<file path="config.mk">
export PLATFORM = sky130hd
export DESIGN_NAME = ones_fill_serial_flat
export DESIGN_NICKNAME = d
export VERILOG_FILES = /design/src/rtl/ones_fill_if.sv /design/src/rtl/ones_fill_serial.sv /design/src/flat_wrapper.sv
export SDC_FILE = /design/constraint.sdc
export NUM_CORES = 1
export LEC_CHECK = 0
export ABC_CLOCK_PERIOD_IN_PS = 2950
export CAP_MARGIN = 15
export CORE_MARGIN = 4
export CORE_UTILIZATION = 54
export CTS_CLUSTER_DIAMETER = 50
export DETAILED_ROUTE_END_ITERATION = 8
export HOLD_SLACK_MARGIN = 0.06
export PLACE_DENSITY = 0.93
export SYNTH_ARGS = -nofsm -noshare
export SYNTH_HDL_FRONTEND = slang
export SYNTH_SLANG_ARGS = --single-unit
</file>
<file path="constraint.sdc">
create_clock -name clk -period 2.95 [get_ports clk]
set_input_delay 0.295 -clock clk [delete_from_list [all_inputs] [get_ports clk]]
set_output_delay 0.295 -clock clk [all_outputs]
set_load 0.01 [all_outputs]
</file>
<file path="src/rtl/ones_fill_if.sv">
// ----------------------------------------------------------------------------
// ones_fill_if
//   Handshake bundle for ones_fill_serial: the request channel (count in) and
//   the serial bit channel (pattern out).
//
//   Parameter:
//     vecWidth   - pattern width; sets the width of in_count.
//   Signals:
//     in_valid   - request present                    (master -> slave)
//     in_ready   - slave idle, can accept a request    (slave  -> master)
//     in_count   - requested number of ones            (master -> slave)
//     ser_valid  - ser_bit is valid                    (slave  -> master)
//     ser_ready  - receiver accepts ser_bit            (master -> slave)
//     ser_bit    - current pattern bit, LSB first      (slave  -> master)
//     ser_last   - marks bit index vecWidth-1          (slave  -> master)
//   Modports:
//     master     - requester / serial receiver side
//     slave      - the ones_fill_serial block
// ----------------------------------------------------------------------------
interface ones_fill_if #(
    parameter int vecWidth = 16
);
    localparam int cntWidth = $clog2(vecWidth) + 1;

    logic                in_valid;
    logic                in_ready;
    logic [cntWidth-1:0] in_count;
    logic                ser_valid;
    logic                ser_ready;
    logic                ser_bit;
    logic                ser_last;

    modport master (
        output in_valid, in_count, ser_ready,
        input  in_ready, ser_valid, ser_bit, ser_last
    );

    modport slave (
        input  in_valid, in_count, ser_ready,
        output in_ready, ser_valid, ser_bit, ser_last
    );
endinterface

</file>
<file path="src/rtl/ones_fill_serial.sv">
// ----------------------------------------------------------------------------
// ones_fill_serial
//   Accepts a ones count and emits a vecWidth-bit thermometer pattern (count
//   ones in the low positions, zeros above) serially, LSB first. When the
//   serial transfer completes, the same pattern is presented on out_vec
//   together with a one-cycle done pulse.
//
//   Parameter:
//     vecWidth - number of pattern bits (must be >= 2)
//   Ports:
//     clk      - clock, rising edge
//     rst_n    - asynchronous active-low reset
//     bus      - ones_fill_if.slave (request channel + serial bit channel)
//     out_vec  - last completed pattern
//     done     - one-cycle pulse when out_vec updates
//     err      - one-cycle pulse after an out-of-range request
//
//   Build option:
//     ONES_FILL_SAT_EN defined   : in_count > vecWidth is clamped to vecWidth
//                                  at acceptance; err is constant 0.
//     ONES_FILL_SAT_EN undefined : an out-of-range request is accepted, err
//                                  pulses once, and nothing else happens.
// ----------------------------------------------------------------------------
module ones_fill_serial #(
    parameter int vecWidth = 16
) (
    input  logic                clk,
    input  logic                rst_n,
    ones_fill_if.slave          bus,
    output logic [vecWidth-1:0] out_vec,
    output logic                done,
    output logic                err
);
    localparam int cntWidth = $clog2(vecWidth) + 1;
    localparam int idxWidth = $clog2(vecWidth);

    localparam logic [1:0] ST_IDLE  = 2'd0;
    localparam logic [1:0] ST_SHIFT = 2'd1;
    localparam logic [1:0] ST_DONE  = 2'd2;

    localparam logic [cntWidth-1:0] CNT_MAX  = cntWidth'(vecWidth);
    localparam logic [idxWidth-1:0] IDX_LAST = idxWidth'(vecWidth - 1);

    logic [1:0]          state;
    logic [idxWidth-1:0] idx;
    logic [cntWidth-1:0] cnt_q;
    logic                in_ready_q;
    logic                ser_valid_q;
    logic                ser_bit_q;
    logic                ser_last_q;
    logic [vecWidth-1:0] vec_q;
    logic                done_q;
    logic                err_q;

    logic [idxWidth-1:0] idx_nxt;
    logic [cntWidth-1:0] cnt_acc;
    logic                cnt_bad;

    function automatic logic [vecWidth-1:0] thermo(input logic [cntWidth-1:0] c);
        logic [vecWidth-1:0] v;
        for (int i = 0; i < vecWidth; i++) begin
            v[i] = (cntWidth'(i) < c);
        end
        return v;
    endfunction

    // Count as it will be captured at acceptance, plus the out-of-range flag.
    always_comb begin
        // NOTE: every signal gets a default before any branch so no latch is inferred.
        idx_nxt = idx + idxWidth'(1);
        cnt_acc = bus.in_count;
        cnt_bad = 1'b0;
        if (bus.in_count > CNT_MAX) begin
`ifdef ONES_FILL_SAT_EN
            cnt_acc = CNT_MAX;
`else
            cnt_bad = 1'b1;
`endif
        end
    end

    // NOTE: state is updated with non-blocking assignments so every register samples pre-edge values.
    always_ff @(posedge clk or negedge rst_n) begin
        if (!rst_n) begin
            state       <= ST_IDLE;
            idx         <= '0;
            cnt_q       <= '0;
            in_ready_q  <= 1'b0;
            ser_valid_q <= 1'b0;
            ser_bit_q   <= 1'b0;
            ser_last_q  <= 1'b0;
            // NOTE: out_vec is a visible output, so it is reset along with the control state.
            vec_q       <= '0;
            done_q      <= 1'b0;
            err_q       <= 1'b0;
        end else begin
            done_q <= 1'b0;
            err_q  <= 1'b0;
            case (state)
                ST_IDLE: begin
                    in_ready_q <= 1'b1;
                    if (bus.in_valid && in_ready_q) begin
                        if (cnt_bad) begin
                            // Handshake completes but nothing is generated.
                            err_q <= 1'b1;
                        end else begin
                            cnt_q       <= cnt_acc;
                            idx         <= '0;
                            state       <= ST_SHIFT;
                            in_ready_q  <= 1'b0;
                            ser_valid_q <= 1'b1;
                            ser_bit_q   <= (cnt_acc != '0);
                            ser_last_q  <= 1'b0;  // vecWidth >= 2
                        end
                    end
                end
                ST_SHIFT: begin
                    // Without ser_ready the index and presented bit simply hold.
                    if (ser_ready_ok()) begin
                        if (idx == IDX_LAST) begin
                            // done/out_vec become visible during the DONE cycle.
                            state       <= ST_DONE;
                            idx         <= '0;
                            ser_valid_q <= 1'b0;
                            ser_bit_q   <= 1'b0;
                            ser_last_q  <= 1'b0;
                            vec_q       <= thermo(cnt_q);
                            done_q      <= 1'b1;
                        end else begin
                            idx        <= idx_nxt;
                            ser_bit_q  <= ({1'b0, idx_nxt} < cnt_q);
                            ser_last_q <= (idx_nxt == IDX_LAST);
                        end
                    end
                end
                ST_DONE: begin
                    state      <= ST_IDLE;
                    in_ready_q <= 1'b1;
                end
                default: begin
                    state <= ST_IDLE;
                end
            endcase
        end
    end

    function automatic logic ser_ready_ok();
        return ser_valid_q && bus.ser_ready;
    endfunction

    assign bus.in_ready  = in_ready_q;
    assign bus.ser_valid = ser_valid_q;
    assign bus.ser_bit   = ser_bit_q;
    assign bus.ser_last  = ser_last_q;
    assign out_vec       = vec_q;
    assign done          = done_q;
    assign err           = err_q;
endmodule

</file>
<file path="src/flat_wrapper.sv">
// flat-port wrapper written by rule: the top's interface ports become plain ports
module ones_fill_serial_flat 
#(
    parameter int vecWidth = 16
)
  (clk, rst_n, out_vec, done, err, bus_in_valid, bus_in_count, bus_ser_ready, bus_in_ready, bus_ser_valid, bus_ser_bit, bus_ser_last);
  ones_fill_if #(.vecWidth(vecWidth)) bus_i ();
  input  logic clk;
  input  logic rst_n;
  output logic [vecWidth-1:0] out_vec;
  output logic done;
  output logic err;
  input wire logic [$bits(bus_i.in_valid)-1:0] bus_in_valid;
  input wire logic [$bits(bus_i.in_count)-1:0] bus_in_count;
  input wire logic [$bits(bus_i.ser_ready)-1:0] bus_ser_ready;
  output wire logic [$bits(bus_i.in_ready)-1:0] bus_in_ready;
  output wire logic [$bits(bus_i.ser_valid)-1:0] bus_ser_valid;
  output wire logic [$bits(bus_i.ser_bit)-1:0] bus_ser_bit;
  output wire logic [$bits(bus_i.ser_last)-1:0] bus_ser_last;
  assign bus_i.in_valid = bus_in_valid;
  assign bus_i.in_count = bus_in_count;
  assign bus_i.ser_ready = bus_ser_ready;
  assign bus_in_ready = bus_i.in_ready;
  assign bus_ser_valid = bus_i.ser_valid;
  assign bus_ser_bit = bus_i.ser_bit;
  assign bus_ser_last = bus_i.ser_last;
  ones_fill_serial #(.vecWidth(vecWidth)) u_core (.clk(clk), .rst_n(rst_n), .bus(bus_i), .out_vec(out_vec), .done(done), .err(err));
endmodule
</file>
==> results.txt, run 1 <==
----------------------------------------------------
[Detailed routing]
  Drt drc ... 0
  Overall via count from detail_route ... roughly 1200
  Routed wirelength normalized by instance count ... 15.2 um
  Initial DRC Count ... between 60 and 70
  Antenna Violating Nets Remaining ... 0
  Ratio of routed vias to standard cells ... 5.77
  Total wirelength of the detailed-routed design ... around 3200 um
  Drt pass-1 iters ... 4

[Global routing]
  GRT Overall Usage ... 0.192
  Maximum number of pins on one net before global-route repair ... 34
  Vias in the first global route ... between 1000 and 1500
  Leftover overflow at the end of global routing ... 0
  Global-route wire length before repair ... between 5000 and 6000 um
  Antenna violations before repair ... 0

[Cells and area]
  Count of inserted antenna diode cells ... 0
  # nets final ... just under 200
  Count of fill cells added during filler insertion ... 227
  Ratio of cells with drive above 1 in the final layout ... 0.109
  Area added between synthesis and finish ... 23.2%

[Worst setup path]
  Critical path startpoint ... u_core.idx[0]
  Arrival time at the worst endpoint ... between 2 and 2.5 ns
  Data required time at the worst endpoint ... between 3 and 4 ns
  CP endpoint kind ... register
  Startpoint of the worst register-to-register path ... u_core.idx[0]
  Critical-path maximum fanout ... 17
  Type of the worst setup path ... reg -> reg
  Element type at the critical path start ... register

[Yosys]
  Yosys Warn Count ... 0
  Number of nets in the synthesized netlist ... roughly 170
  Leading register cell type out of synthesis ... dfrtp_1
  Top cells by area, synth ... dfrtp_1 53%, nor2_1 4.8%, mux2_2 4.3%
  Area fraction of the dominant cell type after synthesis ... 0.526
  Number of enable-type register cells in the synthesized netlist ... 0
  Mean instance size in the synthesized netlist ... around 10 um2
  Cells after Synth ... roughly 150
  Largest area contributor in the synthesized netlist ... dfrtp_1
  Seq/Total Area, Yosys ... 0.526
  Most frequent cells after synthesis ... 33 x dfrtp_1, 20 x nor2_1, 11 x o21ai_0
  Number of distinct library cells after synthesis ... 32
  Count of state elements after synthesis ... 33
  Top-count cell post-synth ... dfrtp_1
  Area of the mapped netlist ... around 0.0016 mm2
  Proportion of register bits with asynchronous set or reset after synthesis ... 1.00

[Clock network]
  Setup repair bufs after CTS ... 0
  Clock transition at the registers of the reported paths ... approximately 0.090 ns
  Cts repair resizes ... 0
  Total number of H-tree levels ... 2
  Number of buffers inserted during clock tree synthesis ... 5
  Count of clock tree sinks ... 33
  Clock tree from TritonCTS ... built
  Clock tree buffer depth ... 2
  CTS Root Buffer Type ... clkbuf_4
  Hold-fix buffer count after cts ... 0
  Clock latency of the later-clocked register in the worst-skew pair ... 0.33 ns

[STA]
  Final setup viols ... 0
  Aggregate negative setup slack ... 0 ns
  Post-route clock skew ... ~0.006 ns
  Min cycle time layout ... between 2 and 2.5 ns
  Post-route clock period utilization ... 0.710
  Tightest Pin Transition ... ~0.56 ns
  Final hold viol count ... 0
  Unrepaired setup endpoints after global routing ... false
  Number of pins exceeding their max-slew limit in the final report ... 0
  Worst relative slew slack ... 0.629
  Hold WS ... approximately 0.37 ns
  Max Fclk ... ~0.48 GHz

[Power and ir drop]
  Worst vdd ir ... 601 uV
  Power per unit of standard cell area ... 861 mW/mm2
  Static leakage ... 0.860 nW

[Worst hold path]
  Type of the most critical hold path ... in -> async

[Placement]
  DP HPWL ... between 2000 and 2500 um
  Count of port buffers added during placement ... 30
  Routability cong. ... just under 0.9

[Floorplanning]
  Die extent in x ... ~62 um
  Total number of placement rows ... 19
  DIE HEIGHT ... 61.9 um
  Num ports ... 31
  Core footprint ... around 0.0028 mm2
  Initial core utilization ... 0.569
  Total die area ... 0.00383 mm2

[Flow run]
  Count of max-cap constraint violations ... 0

[Outcome]
  Status ... completed

----------------------------------------------------
==> state kept, by name, indices dropped and copies added (netlist names), 2 cells and up <==
signal,flops
u_core.idx,4
u_core.out_vec,16
u_core.state,2
u_core.cnt_q,5
==> per-stage QoR <==
stage | utilization | std cells | power [W] | setup WS, ns | instance area (um2)
4_1_cts | 0.701 | 214 | 0.00167 | 0.857 | 1930
5_1_grt | 0.701 | 214 | 0.00180 | 0.680 | 1930
3_3_place_gp | 0.681 | 207 | 0.00136 | 0.979 | 1880
6_report | 0.701 | 214 | 0.00166 | 0.854 | 1930
3_5_place_dp | 0.681 | 207 | 0.00141 | 0.896 | 1880
2_1_floorplan | - | 153 | 0.00116 | 1.36 | 1570
==> final timing paths <==
| check | endpoint | slack (ns) | cells after the start |
|---|---|---|---|
| max in group asynchronous | u_core.bus.ser_bit | 2.30 | 2 |
| max reg2reg | u_core.out_vec[5] | 0.85 | 6 |
| min reg2reg | u_core.bus.ser_last | 0.50 | 2 |
| min | u_core.cnt_q[0] | 0.37 | 2 |
| min in group clk | u_core.bus.ser_last | 0.50 | 2 |
| max | u_core.out_vec[5] | 0.85 | 6 |
==> cell type report <==
type                       count  area, um2  area share
multi-input combinational    101        661       0.342
timing repair buffer          32        315       0.163
tap                           31       38.8      0.0201
sequential                    33        826       0.427
clock buffer                   7       55.1      0.0285
inverter                      10       37.5      0.0194
==> layout by cell type, fill, tap and decap left out, drive strengths merged, types with 2 or more instances in the layout <==
cell type / instances
nand4: 2
a21oi: 7
a31oi: 10
inv: 10
ha: 5
mux2: 6
o21ai: 11
nand2: 10
a41oi: 2
o31ai: 3
nor3: 3
nand2b: 2
nor2b: 3
clkdlybuf4s50: 30
clkbuf: 7
dfrtp: 33
buf: 2
nand3: 6
nor2: 20
==> power by group <==
part	internal, W	switching, W	total, W
Combinational	0.000330	0.000338	0.000668
Sequential	0.000575	0.000169	0.000744
Clock	0.000112	0.000140	0.000252
==> cell families (layout without fill, tap and decap cells) <==
| kind of cell | count (synthesis) | count (layout) | share of synthesized area |
|---|---|---|---|
| and+or+nand+nor | 50 | 50 | 0.161 |
| AOI/OAI and AO/OA | 38 | 38 | 0.166 |
| DFF | 33 | 33 | 0.526 |
| buffers and inverters | 19 | 49 | 0.0526 |
| muxes | 6 | 6 | 0.0431 |
| adders and majority gates | 5 | 5 | 0.0399 |
| xor gates and xnor gates | 2 | 2 | 0.0112 |
==> worst max-delay path: stages (launching register included) <==
cell	delay (ns)
dfrtp_1	0.43
ha_1	0.26
nand3_1	0.26
nor3_4	0.51
buf_4	0.30
nor2_1	0.08
a31oi_1	0.18
==> layer usage <==
| metal | track usage | wire length, um | share of wire | up-vias |
|---|---|---|---|---|
| li1 | - | - | - | 599 |
| met1 | 0.217 | 1360 | 0.42 | 590 |
| met2 | 0.329 | 1620 | 0.50 | 42 |
| met3 | 0.0682 | 212 | 0.065 | 4 |
| met4 | 0.0818 | 51 | 0.016 | 0 |
| met5 | 0 | 0 | 0 | - |
(Power assumes the default switching activity.)
==> run 2: changes to the inputs <==
- ABC_CLOCK_PERIOD_IN_PS: 2950 -> 2000
- CORE_UTILIZATION: 54 -> 50
- PLACE_DENSITY: 0.93 -> 0.88
- clock period: 2.95 -> 2 ns (I/O delays scaled with it)
==> run 2 against run 1 <==
  * First-iteration DRC count grew 21%
  * Critical endpoint is now u_core.bus.ser_bit
  * Critical path type unchanged
  * Largest power group is now combinational cells
  * Die area up 6.9%
  * Register-to-register slack worse by 0.68 ns
  * Highest routed layer unchanged
==> results.txt, run 2 (synthesis results as in run 1) <==
----------------------------------------------------
[Placement]
  DP HPWL ... approximately 2400 um
  Count of port buffers added during placement ... 30
  Post-Place Setup Slack ... 0.0719 ns
  Placed insts ... around 220
  Routability cong. ... approximately 0.85

[Power and ir drop]
  Power per unit of standard cell area ... ~1200 mW/mm2
  Static leakage ... ~0.9 nW
  Worst vdd ir ... roughly 580 uV

[STA]
  Aggregate negative setup slack ... 0 ns
  Final setup viols ... 0
  Worst relative slew slack ... 0.725
  Post-route clock skew ... ~0.0084 ns
  Final hold viol count ... 0
  Number of pins exceeding their max-slew limit in the final report ... 0
  Unrepaired setup endpoints after global routing ... false
  Max Fclk ... between 0.5 and 0.6 GHz
  Post-route clock period utilization ... 0.915
  Setup WS post-layout ... about 0.17 ns
  Tightest Pin Transition ... ~0.41 ns
  Min cycle time layout ... around 1.8 ns

[Cells and area]
  Count of inserted antenna diode cells ... 0
  Ratio of cells with drive above 1 in the final layout ... 0.128
  Area of all sequential standard cells ... between 800 and 900 um2
  Largest register FFs ... 16
  Count of fill cells added during filler insertion ... 245
  # nets final ... roughly 200
  Number of standard cells in the layout, taps in and fillers out ... approximately 230
  Area added between synthesis and finish ... 26.2%
  Most common library cell in the layout ignoring fill and taps ... dfrtp_1
  Area occupied by multi-input gates ... 661 um2
  Most used cells in the layout excluding fill and tap cells ... 33 x dfrtp_1, 30 x clkdlybuf4s50_1, 20 x nor2_1

[Worst setup path]
  Buffers & Inverters on Critical Path ... 0
  Cell mode on critical path ... ha_1
  CP endpoint kind ... register
  Critical path startpoint ... u_core.idx[0]
  Delay of the slowest cell on the worst path ... 0.44 ns
  Type of the worst setup path ... reg -> reg
  Element type at the critical path start ... register
  Critical-path maximum fanout ... 5
  Arrival time at the worst endpoint ... between 2 and 2.5 ns
  Startpoint of the worst register-to-register path ... u_core.idx[0]
  Critical path, cell by cell ... ha_1 > xor2_1 > ha_1 > o21ai_0 > o2111ai_1 > a41oi_1
  Category of cells accounting for the largest share of critical-path delay ... adder cells
  Data required time at the worst endpoint ... between 2 and 2.5 ns
  Critical-path top delay cell ... dfrtp_1

[Floorplanning]
  Die extent in x ... about 64 um
  DIE HEIGHT ... ~64 um
  Initial core utilization ... 0.518
  Total number of placement rows ... 20
  Core footprint ... 0.00303 mm2
  Total die area ... just over 0.004 mm2
  Num ports ... 31

[Clock network]
  Cts repair resizes ... 0
  Count of clock tree sinks ... 33
  Total number of H-tree levels ... 2
  Setup repair bufs after CTS ... 0
  Clock latency of the later-clocked register in the worst-skew pair ... around 0.34 ns
  Hold-fix buffer count after cts ... 0
  Clock transition at the registers of the reported paths ... 0.10 ns
  Clock tree buffer depth ... 2
  CTS Root Buffer Type ... clkbuf_4
  Number of buffers inserted during clock tree synthesis ... 5
  Clock tree from TritonCTS ... built

[Flow run]
  Count of max-cap constraint violations ... 0

[Global routing]
  Leftover overflow at the end of global routing ... 0
  Maximum number of pins on one net before global-route repair ... 34
  GRT Overall Usage ... 0.169
  Vias in the first global route ... approximately 1200
  Antenna violations before repair ... 0
  Global-route wire length before repair ... roughly 5500 um

[Detailed routing]
  Drt drc ... 0
  Overall via count from detail_route ... 1248
  Antenna Violating Nets Remaining ... 0
  Initial DRC Count ... 74
  Total wirelength of the detailed-routed design ... between 3000 and 4000 um
  Drt pass-1 iters ... 6
  Routed wirelength normalized by instance count ... 13.7 um
  Ratio of routed vias to standard cells ... ~5.4

[Outcome]
  Status ... completed

[Worst hold path]
  Type of the most critical hold path ... in -> async

----------------------------------------------------
-- run 2: power by group --
part           switching (W)  leakage (nW)  total, W  internal (W)
Sequential          0.000186         0.430   0.00103      0.000848
Clock               0.000212        0.0314  0.000378      0.000166
Combinational       0.000548         0.418   0.00106      0.000511
-- run 2: per-stage QoR --
stage | hold slack, ns | instance area, um2 | utilization | power [W]
floorplan | -0.0956 | 1570 | - | 0.00170
global placement | 0.493 | 1920 | 0.636 | 0.00204
detailed placement | 0.510 | 1920 | 0.636 | 0.00210
CTS | 0.268 | 1980 | 0.654 | 0.00248
global route | 0.301 | 1980 | 0.654 | 0.00265
finish | 0.251 | 1980 | 0.654 | 0.00247
-- run 2: cell type report --
class / instances / share of cell area
clock buffer: 7 / 0.0278
inverter: 10 / 0.0190
multi-input combinational: 101 / 0.334
sequential: 33 / 0.417
tap: 44 / 0.0278
timing repair buffer: 36 / 0.174
-- run 2: final timing paths --
kind | to | slack [ns] | cells after the start
worst max register to register | u_core.bus.ser_bit | 0.17 | 6
worst min register to register | u_core.bus.ser_last | 0.53 | 2
worst max-delay path | u_core.bus.ser_bit | 0.17 | 6
min in group clk | u_core.err | 0.51 | 3
max in group asynchronous | u_core.out_vec[2] | 1.45 | 2
worst min-delay path | u_core.out_vec[4] | 0.25 | 2
-- run 2: layer usage --
| layer | share of wire | GRT usage | routed length (um) |
|---|---|---|---|
| met5 | 0 | 0 | 0 |
| met4 | 0.016 | 0.0782 | 50 |
| met3 | 0.060 | 0.0457 | 191 |
| met2 | 0.51 | 0.288 | 1600 |
| met1 | 0.42 | 0.196 | 1330 |
==> run 3: changes to the inputs <==
- CORE_MARGIN: 4 -> 2
==> run 3 against run 2 <==
  * Die area down 12%
  * Clock skew down 0.00052 ns
  * Flip-flop and latch count unchanged
  * Largest cell class unchanged
  * Hold slack got worse by 0.00058 ns
  * Largest power group unchanged
  * Clock-buffer cell count is 2 lower
==> results.txt, run 3 (synthesis results as in run 1) <==
----------------------------------------------------
[Outcome]
  Status ... completed

[STA]
  Worst relative slew slack ... 0.726
  Final hold viol count ... 0
  Unrepaired setup endpoints after global routing ... false
  Min cycle time layout ... approximately 1.8 ns
  Number of pins exceeding their max-slew limit in the final report ... 0
  Final setup viols ... 0
  Setup WS post-layout ... about 0.15 ns
  Tightest Pin Transition ... between 0.4 and 0.5 ns
  Post-route clock period utilization ... 0.923
  Aggregate negative setup slack ... 0 ns
  Post-route clock skew ... ~0.008 ns
  Max Fclk ... roughly 0.54 GHz

[Flow run]
  Count of max-cap constraint violations ... 0

[Clock network]
  Clock tree buffer depth ... 2
  Cts repair resizes ... 0
  Number of buffers inserted during clock tree synthesis ... 5
  Clock tree from TritonCTS ... built
  Hold-fix buffer count after cts ... 0
  Clock latency of the later-clocked register in the worst-skew pair ... ~0.34 ns
  Count of clock tree sinks ... 33
  Clock transition at the registers of the reported paths ... approximately 0.10 ns
  Total number of H-tree levels ... 2
  CTS Root Buffer Type ... clkbuf_4
  Setup repair bufs after CTS ... 0

[Floorplanning]
  Total die area ... 0.00360 mm2
  Num ports ... 31
  Core footprint ... between 0.003 and 0.004 mm2
  Initial core utilization ... 0.518
  Die extent in x ... approximately 60 um
  DIE HEIGHT ... roughly 60 um
  Total number of placement rows ... 20

[Cells and area]
  Count of inserted antenna diode cells ... 0
  Ratio of cells with drive above 1 in the final layout ... 0.138
  Largest register FFs ... 16
  Number of standard cells in the layout, taps in and fillers out ... roughly 230
  Count of fill cells added during filler insertion ... between 200 and 250
  Core occupancy in the finished layout ... 0.669
  Area added between synthesis and finish ... 29.2%
  Most used cells in the layout excluding fill and tap cells ... 33 x dfrtp_1, 30 x clkdlybuf4s50_1, 20 x nor2_1
  Most common library cell in the layout ignoring fill and taps ... dfrtp_1
  # nets final ... ~200

[Worst setup path]
  Critical path startpoint ... u_core.idx[0]
  Startpoint of the worst register-to-register path ... u_core.idx[0]
  Element type at the critical path start ... register
  Data required time at the worst endpoint ... roughly 2.3 ns
  CP endpoint kind ... register
  Arrival time at the worst endpoint ... between 2 and 2.5 ns
  Critical-path maximum fanout ... 5
  Type of the worst setup path ... reg -> reg

[Detailed routing]
  Initial DRC Count ... ~50
  Antenna Violating Nets Remaining ... 0
  Total wirelength of the detailed-routed design ... around 3100 um
  Overall via count from detail_route ... 1258
  Drt pass-1 iters ... 4
  Routed wirelength normalized by instance count ... roughly 14 um
  Drt drc ... 0
  Ratio of routed vias to standard cells ... approximately 5.4

[Global routing]
  GRT Overall Usage ... 0.198
  Global-route wire length before repair ... roughly 5300 um
  Antenna violations before repair ... 0
  Vias in the first global route ... 1183
  Maximum number of pins on one net before global-route repair ... 34
  Leftover overflow at the end of global routing ... 0

[Placement]
  Placed insts ... 224
  Count of port buffers added during placement ... 30
  Routability cong. ... between 0.9 and 1
  DP HPWL ... 2300 um
  Post-Place Setup Slack ... 0.110 ns

[Power and ir drop]
  Worst vdd ir ... about 700 uV
  Static leakage ... around 0.9 nW
  Power per unit of standard cell area ... ~1300 mW/mm2

[Worst hold path]
  Type of the most critical hold path ... in -> async

----------------------------------------------------
[run 3: changes by cell type in the layout (fill, tap and decap cells not counted)]
cell,previous run,this run
bufinv_16,0,2
clkbuf_8,1,0
clkinv_2,0,1
clkbuf_1,1,0
[run 3: layer usage]
layer,vias up,global-route usage,wire length [um],share of wire
met5,-,0,0,0
met4,0,0.0857,74,0.024
met3,11,0.0649,192,0.061
met2,52,0.312,1540,0.49
met1,588,0.247,1340,0.43
li1,607,-,-,-
[run 3: layout make-up]
| type | instances | area (um2) | area share |
|---|---|---|---|
| Multi-Input combinational cell | 101 | 661 | 0.326 |
| Sequential cell | 33 | 826 | 0.407 |
| Inverter | 10 | 37.5 | 0.0185 |
| Clock buffer | 5 | 37.5 | 0.0185 |
| Timing Repair Buffer | 36 | 345 | 0.170 |
| Clock inverter | 3 | 65.1 | 0.0321 |
| Tap cell | 44 | 55.1 | 0.0272 |
[run 3: path summary, 6_finish.rpt]
kind | end | slack, ns | depth (start not counted)
setup / recovery | u_core.bus.ser_bit | 0.15 | 6
hold / removal | u_core.out_vec[8] | 0.25 | 2
setup reg to reg | u_core.bus.ser_bit | 0.15 | 6
hold reg to reg | u_core.out_vec[15] | 0.53 | 1
max in group asynchronous | u_core.bus.ser_bit | 1.46 | 2
min in group clk | u_core.err | 0.52 | 3
[run 3: report_power, final]
group	leakage (nW)	internal, W	switching [W]
Sequential	0.430	0.000848	0.000193
Combinational	0.418	0.000513	0.000543
Clock	0.0552	0.000387	0.000227
[run 3: metrics by stage]
step	total power [W]	hold slack (ns)	cell area (um2)
2_1_floorplan	0.00170	-0.0956	1570
3_3_place_gp	0.00204	0.500	1920
3_5_place_dp	0.00211	0.507	1920
4_1_cts	0.00273	0.256	2030
5_1_grt	0.00291	0.273	2030
6_report	0.00271	0.250	2030
[run 3: worst max-delay path, stage by stage, from the launching register on]
cell and delay [ns]:
dfrtp_1 0.44, ha_1 0.27, xor2_1 0.26, ha_1 0.28, o21ai_0 0.15, o2111ai_1 0.13
a41oi_1 0.23
